### src/rtl/cpu_pkg.sv
// cpu_pkg: shared definitions for the pipelined MIPS core.
//   - fetch_state_e : instruction-fetch FSM states
//   - NOP_INSTR     : bubble instruction (sll $0,$0,0)
//   - PC_STEP       : byte distance between sequential instructions
//   - OP_*          : opcode field values (instruction[31:26]) used by the Decoder
package cpu_pkg;

  typedef enum logic [0:0] {
    FETCH = 1'b0,  // request at pc_q, accept data on ready
    DRAIN = 1'b1   // redirected mid-miss: wait out the old request, discard it
  } fetch_state_e;

  localparam logic [31:0] NOP_INSTR = 32'h0000_0000;
  localparam int          PC_STEP   = 4;

  localparam logic [5:0] OP_RTYPE = 6'd0;
  localparam logic [5:0] OP_J     = 6'd2;
  localparam logic [5:0] OP_JAL   = 6'd3;
  localparam logic [5:0] OP_BEQ   = 6'd4;
  localparam logic [5:0] OP_BNE   = 6'd5;
  localparam logic [5:0] OP_LW    = 6'b100011;
  localparam logic [5:0] OP_SW    = 6'b101011;

endpackage

### src/rtl/fetch_stage_if_id_reg.sv
// if_id_reg: pipeline register between two stages (IF/ID here; the same
// shape serves ID/EX). Flush inserts a bubble, load captures new contents,
// otherwise the register holds. Flush wins over load.
// Ports:
//   clk_i, rst_i        clock, async active-low reset
//   load_i, flush_i     capture / bubble controls
//   instr_i, pc4_i      incoming instruction and PC+4
//   instr_o, pc4_o      registered instruction and PC+4
//   valid_o             register holds a real instruction
module if_id_reg
  import cpu_pkg::*;
#(
  parameter int ADDR_W = 32
) (
  input  logic              clk_i,
  input  logic              rst_i,
  input  logic              load_i,
  input  logic              flush_i,
  input  logic [31:0]       instr_i,
  input  logic [ADDR_W-1:0] pc4_i,
  output logic [31:0]       instr_o,
  output logic [ADDR_W-1:0] pc4_o,
  output logic              valid_o
);

  logic [31:0]       r_instr;
  logic [ADDR_W-1:0] r_pc4;
  logic              r_valid;

  always_ff @(posedge clk_i or negedge rst_i) begin
    if (!rst_i) begin
      r_instr <= NOP_INSTR;
      r_pc4   <= '0;
      r_valid <= 1'b0;
    end else if (flush_i) begin
      r_instr <= NOP_INSTR;
      r_pc4   <= '0;
      r_valid <= 1'b0;
    end else if (load_i) begin
      r_instr <= instr_i;
      r_pc4   <= pc4_i;
      r_valid <= 1'b1;
    end
  end

  assign instr_o = r_instr;
  assign pc4_o   = r_pc4;
  assign valid_o = r_valid;

endmodule

### src/rtl/fetch_stage.sv
// fetch_stage: instruction fetch for the pipelined MIPS core. Owns the PC,
// issues requests to a variable-latency I-cache and fills IF/ID.
// Ports:
//   clk_i, rst_i                 clock, async active-low reset
//   imem_req_o, imem_addr_o      I-cache request / word-aligned address
//   imem_data_i, imem_ready_i    I-cache response (ready completes request)
//   stall_i                      hazard-unit hold of PC and IF/ID
//   redirect_i, redirect_pc_i    taken branch/jump and its target
//   if_id_instr_o/pc4_o/valid_o  IF/ID contents
//   fetch_busy_o                 waiting on memory
module fetch_stage
  import cpu_pkg::*;
#(
  parameter int                ADDR_W   = 32,
  parameter logic [ADDR_W-1:0] PC_RESET = '0
) (
  input  logic              clk_i,
  input  logic              rst_i,
  output logic              imem_req_o,
  output logic [ADDR_W-1:0] imem_addr_o,
  input  logic [31:0]       imem_data_i,
  input  logic              imem_ready_i,
  input  logic              stall_i,
  input  logic              redirect_i,
  input  logic [ADDR_W-1:0] redirect_pc_i,
  output logic [31:0]       if_id_instr_o,
  output logic [ADDR_W-1:0] if_id_pc4_o,
  output logic              if_id_valid_o,
  output logic              fetch_busy_o
);

  fetch_state_e      r_state, w_state_nxt;
  logic [ADDR_W-1:0] r_pc, w_pc_nxt;
  logic [ADDR_W-1:0] r_pend_pc, w_pend_nxt;
  logic [ADDR_W-1:0] w_pc4, w_redir_pc;
  logic              w_load, w_flush;

  // Wraps naturally at 2^ADDR_W.
  assign w_pc4      = r_pc + ADDR_W'(PC_STEP);
  // Targets are forced word aligned.
  assign w_redir_pc = redirect_pc_i & ~ADDR_W'(3);

  always_ff @(posedge clk_i or negedge rst_i) begin
    if (!rst_i) begin
      r_state   <= FETCH;
      r_pc      <= PC_RESET;
      r_pend_pc <= '0;
    end else begin
      r_state   <= w_state_nxt;
      r_pc      <= w_pc_nxt;
      r_pend_pc <= w_pend_nxt;
    end
  end

  always_comb begin
    w_state_nxt = r_state;
    w_pc_nxt    = r_pc;
    w_pend_nxt  = r_pend_pc;
    w_load      = 1'b0;
    w_flush     = 1'b0;
    case (r_state)
      DRAIN: begin
        // The in-flight request cannot be aborted: keep bubbling until it
        // returns, then drop its data and jump to the latest target.
        w_flush = ~stall_i;
        if (imem_ready_i) begin
          w_pc_nxt    = redirect_i ? w_redir_pc : r_pend_pc;
          w_state_nxt = FETCH;
        end else if (redirect_i) begin
          w_pend_nxt = w_redir_pc;
        end
      end
      default: begin
        if (redirect_i) begin
          w_flush = 1'b1;
          if (imem_ready_i) begin
            w_pc_nxt = w_redir_pc;
          end else begin
            w_pend_nxt  = w_redir_pc;
            w_state_nxt = DRAIN;
          end
        end else if (stall_i) begin
          // Hold; returned data is dropped and the same PC is refetched.
        end else if (imem_ready_i) begin
          w_load   = 1'b1;
          w_pc_nxt = w_pc4;
        end else begin
          // Miss: bubble so a stale instruction is never decoded twice.
          w_flush = 1'b1;
        end
      end
    endcase
  end

  assign imem_req_o   = rst_i;
  assign imem_addr_o  = r_pc;
  assign fetch_busy_o = (r_state == DRAIN) | ((r_state == FETCH) & ~imem_ready_i);

  if_id_reg #(.ADDR_W(ADDR_W)) u_if_id (
    .clk_i   (clk_i),
    .rst_i   (rst_i),
    .load_i  (w_load),
    .flush_i (w_flush),
    .instr_i (imem_data_i),
    .pc4_i   (w_pc4),
    .instr_o (if_id_instr_o),
    .pc4_o   (if_id_pc4_o),
    .valid_o (if_id_valid_o)
  );

endmodule

### config.mk
export PLATFORM = sky130hd
export DESIGN_NAME = fetch_stage
export DESIGN_NICKNAME = d
export VERILOG_FILES = /design/src/rtl/cpu_pkg.sv /design/src/rtl/fetch_stage_if_id_reg.sv /design/src/rtl/fetch_stage.sv
export SDC_FILE = /design/constraint.sdc
export NUM_CORES = 1
export LEC_CHECK = 0
export CAP_MARGIN = 25
export CORE_UTILIZATION = 47
export CTS_BUF_LIST = sky130_fd_sc_hd__clkbuf_8
export DETAILED_ROUTE_END_ITERATION = 7
export PLACE_DENSITY = 0.76
export SETUP_SLACK_MARGIN = 0.15
export SLEW_MARGIN = 40
export SYNTH_ARGS = -nofsm -noshare
export SYNTH_HDL_FRONTEND = slang
export SYNTH_SLANG_ARGS = --single-unit
export TNS_END_PERCENT = 10
### constraint.sdc
create_clock -name clk_i -period 5.8 [get_ports clk_i]
set_input_delay 1.74 -clock clk_i [delete_from_list [all_inputs] [get_ports clk_i]]
set_output_delay 1.74 -clock clk_i [all_outputs]
set_load 0.02 [all_outputs]
After elaboration in Yosys (flattened, before gate mapping)
Index checks and enable logic that the tools add are counted.
{"block": "totals", "reg_bits": 130, "in_bits": 69, "output_inout_bits": 99, "elab_cells": 49}
{"block": "op_classes", "add_sub_neg": 1, "eq_ne": 5, "n_mux": 27, "bitwise": 5, "reduce_logical": 5}
{"cell": "two-way mux 32 bit", "count": 15}
{"cell": "adder 32 x 3 -> 32 bit, second input constant", "count": 1}
{"cell": "two-way mux 1 bit", "count": 12}
{"cell": "inequality test 2 bit, second input constant", "count": 4}
{"cell": "nonzero test 2 bit", "count": 3}
{"cell": "AND reduction 4 bit", "count": 1}
{"cell": "inequality test 3 x 1 -> 1 bit, second input constant", "count": 1}
{"cell": "NOT 1 bit", "count": 3}
{"cell": "AND reduction 3 bit", "count": 1}
{"cell": "bitwise AND 1 bit", "count": 1}
{"cell": "bitwise OR 1 bit", "count": 1}

Longest topological paths before layout
{"block": "logic_depth", "depth_word": 6, "mapped_depth": 7, "mapped_depth_nobuf": 6}

Hierarchy
From an unflattened synthesis, not the netlist that was laid out.
{"block": "unflattened", "cells_unflattened": 596, "area_unflattened_um2": 6386.1}
{"module": "fetch_stage", "instances": 1, "cells_each": 387, "area_per_inst_um2": 3748.6, "seq_area_each_um2": 1626.6}
{"module": "if_id_reg", "instances": 1, "cells_each": 209, "area_per_inst_um2": 2637.5, "seq_area_each_um2": 1626.6}

Worst setup path after synthesis
Ideal clock, no wire load.
{"block": "synth_timing", "kind": "in2out", "startpoint": "input port imem_ready_i", "endpoint": "output port fetch_busy_o", "t_arrival_ns": 2.165, "t_required_ns": 4.060, "path_slack_ns": 1.895, "stages": 2, "path_buffers": 1, "cell_sequence": "clkbuf_1 nand2_1"}
{"block": "synth_between", "elab_chain_cells": 3}
{"item": "from (decl)", "line_no": "fetch_stage.sv:22", "source": "input logic imem_ready_i,"}
{"item": "NOT 1 bit", "line_no": "fetch_stage.sv:97", "source": "assign fetch_busy_o = (r_state == DRAIN) | ((r_state == FETCH) & ~imem_ready_i);"}
{"item": "bitwise AND 1 bit", "line_no": "fetch_stage.sv:97"}
{"item": "bitwise OR 1 bit", "line_no": "fetch_stage.sv:97"}
{"item": "to (decl)", "line_no": "fetch_stage.sv:29", "source": "output logic fetch_busy_o"}
Every way passes these cells.

Final worst setup path
Same ends and word-level chain as after synthesis.

==> impl_metrics.py <==
metrics = {
    "die": {
        "die_y_um": 116.3,
        "initial_utilization_pct": 48.47,
        "die_width_um": 116.3,
        "dieArea_mm2": 0.01353,
        "fp.coreArea_mm2": 0.01267,
        "io_pins": 168,
        "num_rows": 41,
    },
    "critical_path": {
        "slowest_stage": "clkdlybuf4s50_1",
        "ff2ff_path_depth": 6,
        "cp_common_cell": "clkdlybuf4s50_1",
        "worst-path-stages": 3,
        "critPathBufInv": 2,
        "crit_path_start_kind": "primary input",
        "critPathArrivalTime_ns": 2.95,
        "rrSetupSlack_ns": 3.02,
        "path_cells": "clkdlybuf4s50_1 -> nand2_1 -> clkdlybuf4s50_1",
        "cp_max_fo": 2,
        "critPathCaptureType": "output port",
        "crit_type": "primary input to output port",
        "max_stage_delay_ns": 0.62,
        "crit_required_ns": 4.06,
        "path_delay_family": "buffers and inverters",
    },
    "clock_tree": {
        "cts_buffer_depth": 2,
        "cts_setup_buffers": 0,
        "path_clk_slew_ns": 0.07,
        "cts-root-buf": "clkbuf_8",
        "ctsHoldBuffers": 0,
        "cts_tree": "built",
        "clock_latency_ns": 0.45,
        "cts_inserted_buffers": 17,
        "cts_resized": 0,
        "htreeDepth": 4,
        "clock_sinks": 130,
    },
    "yosys": {
        "netlist_instances": 603,
        "synthMostInstantiatedCell": "dfrtp_1",
        "seq_area_frac_synth_pct": 52.96,
        "async_flop_share_pct": 100.0,
        "syn_area_mm2": 0.006142,
        "synth_area_per_cell_um2": 10.19,
        "yosys.area.top_type": "dfrtp_1",
        "synthTopCellsByCount": "dfrtp_1 (130), nand2_1 (86), o21ai_0 (56)",
        "ys.flop_type": "dfrtp_1",
        "synth_cell_type_count": 57,
        "synth-warning-count": 0,
        "synth_top_cell_area_share_pct": 52.96,
        "synth.area.top_cells": "dfrtp_1 (53%), nand2_1 (5.3%), a22o_1 (5.1%)",
        "ys_seq_elements": 130,
        "synth_edf_count": 0,
        "synth_nets": 673,
    },
    "layout": {
        "final_cell_area_mm2": 0.008353,
        "fin_util_pct": 65.92,
        "fin_cells": 940,
        "antenna_cells": 0,
        "syn2layout_area_growth_pct": 36.00,
        "nets": 826,
        "drive_gt1_share_pct": 9.505,
        "nFillCells": 1002,
    },
    "sta": {
        "rsz0062_at_grt": "no",
        "worstMarginPinSlew_ns": 0.7588,
        "finClkSkew_ns": 0.009795,
        "period_share_pct": 80.85,
        "setup_tns_ns": 0,
        "final.min_clock_period_ns": 4.689,
        "slew_headroom_pct": 49.08,
        "slew_violations": 0,
        "setup_viol": 0,
        "hold_viol": 0,
        "max_freq_mhz": 213.3,
    },
    "pwr": {
        "cellPowerDensity_mw_per_mm2": 290.9,
        "max-vdd-ir-drop_v": 0.0001517,
        "p_leak_nw": 3.557,
    },
    "global_route": {
        "first_global_vias": 4871,
        "grt_max_degree": 71,
        "track_usage_pct": 25.74,
        "overflow": 0,
        "grt_pass1_wl_um": 26130,
        "grt_antenna_before_repair": 0,
    },
    "run_status": {
        "status": "complete, no violations",
    },
    "route": {
        "routed_via_density": 5.705,
        "first_pass_iters": 5,
        "vias": 5363,
        "wirelength_um": 16870,
        "initialDrtViolationCount": 523,
        "wl_per_cell_um": 17.95,
        "ant_nets": 0,
        "remaining_drc_errors": 0,
    },
    "place": {
        "dp_hpwl_um": 12120,
        "dp.cells": 908,
        "placed_area_mm2": 0.007935,
        "globalplace.congestion": 0.8265,
        "io_buffers": 165,
    },
    "min_path": {
        "min-delay-path-class": "register to register",
        "min_path_cells": 2,
    },
    "flow_run": {
        "maxCapViolations": 0,
    },
}
report_power, final:
part	total (mW)	switching, mW	internal [mW]	leakage, nW
logic	0.534	0.279	0.254	1.67
registers	1.11	0.115	0.997	1.68
clock network	0.785	0.346	0.439	0.210
per-stage QoR:
step           power, mW  hold WS [ns]  setup WS (ns)
2_1_floorplan      1.383        0.4457          1.895
4_1_cts            2.440        0.4851          1.093
3_5_place_dp       1.656        0.4660          1.094
3_3_place_gp       1.637        0.4597          1.078
6_report           2.430        0.4785          1.111
5_1_grt            2.534        0.4990          1.083
final timing paths:
check,start,end
worst min-delay path,u_if_id.pc4_o[2],u_if_id.pc4_o[2]
worst max-delay path,imem_ready_i,fetch_busy_o
worst min register to register,u_if_id.pc4_o[2],u_if_id.pc4_o[2]
min in group asynchronous,rst_i,u_if_id.instr_o[16]
max in group asynchronous,rst_i,imem_addr_o[24]
worst max register to register,imem_addr_o[2],u_if_id.pc4_o[26]
metal layers:
metal  wire length, um  vias up  GRT usage [%]
met5                 0        -              0
met4               319        0          9.231
met3              1270       30          5.189
met2              7830      243          37.20
met1              7449     2611          38.33
li1                  -     2479              -
cell usage in the layout (no fill, tap or decap), drive strengths merged, types with 10 or more instances in the layout:
cell type / n
clkbuf: 19
nor2: 26
a21oi: 23
o21ai: 64
inv: 17
a22o: 36
mux2i: 13
dfrtp: 130
and3: 11
clkdlybuf4s50: 164
nand3: 16
nand4: 12
buf: 12
xnor2: 17
mux2: 17
o22ai: 10
nand2: 86
cell type report:
| type | count | area, um2 | share of cell area [%] |
|---|---|---|---|
| flip-flops and latches | 130 | 3253 | 38.95 |
| multi-input cells | 416 | 2683 | 32.12 |
| repair buffers | 176 | 1743 | 20.87 |
| clock buffers | 19 | 261.5 | 3.131 |
| well taps | 172 | 215.2 | 2.576 |
| clock inverters | 12 | 141.4 | 1.693 |
| inverters | 15 | 56.30 | 0.6741 |
worst reg2reg max path, stage by stage, from the launching register on:
cell and delay, ns:
dfrtp_1 0.55, ha_1 0.34, nand4_1 0.38, nor4_4 0.67, nand3_1 0.22, and3_1 0.25, a211o_1 0.26
sequential cells by signal, indices dropped and copies added (netlist names):
register         count
u_if_id.valid_o      1
r_state              1
u_if_id.instr_o     32
r_pend_pc           32
u_if_id.pc4_o       32
imem_addr_o         32
kinds of logic (layout without fill, tap and decap cells):
logic type,Yosys count,in the layout,share of synthesized area (%)
and+or+nand+nor,187,187,15.67
AOI/OAI and AO/OA,174,174,18.88
DFF,130,130,52.96
buffers and inverters,57,222,3.626
muxes,30,30,5.235
xor gates and xnor gates,24,24,3.422
adders and majority gates,1,1,0.2037
No activity file was read; power rests on OpenSTA's default activity.
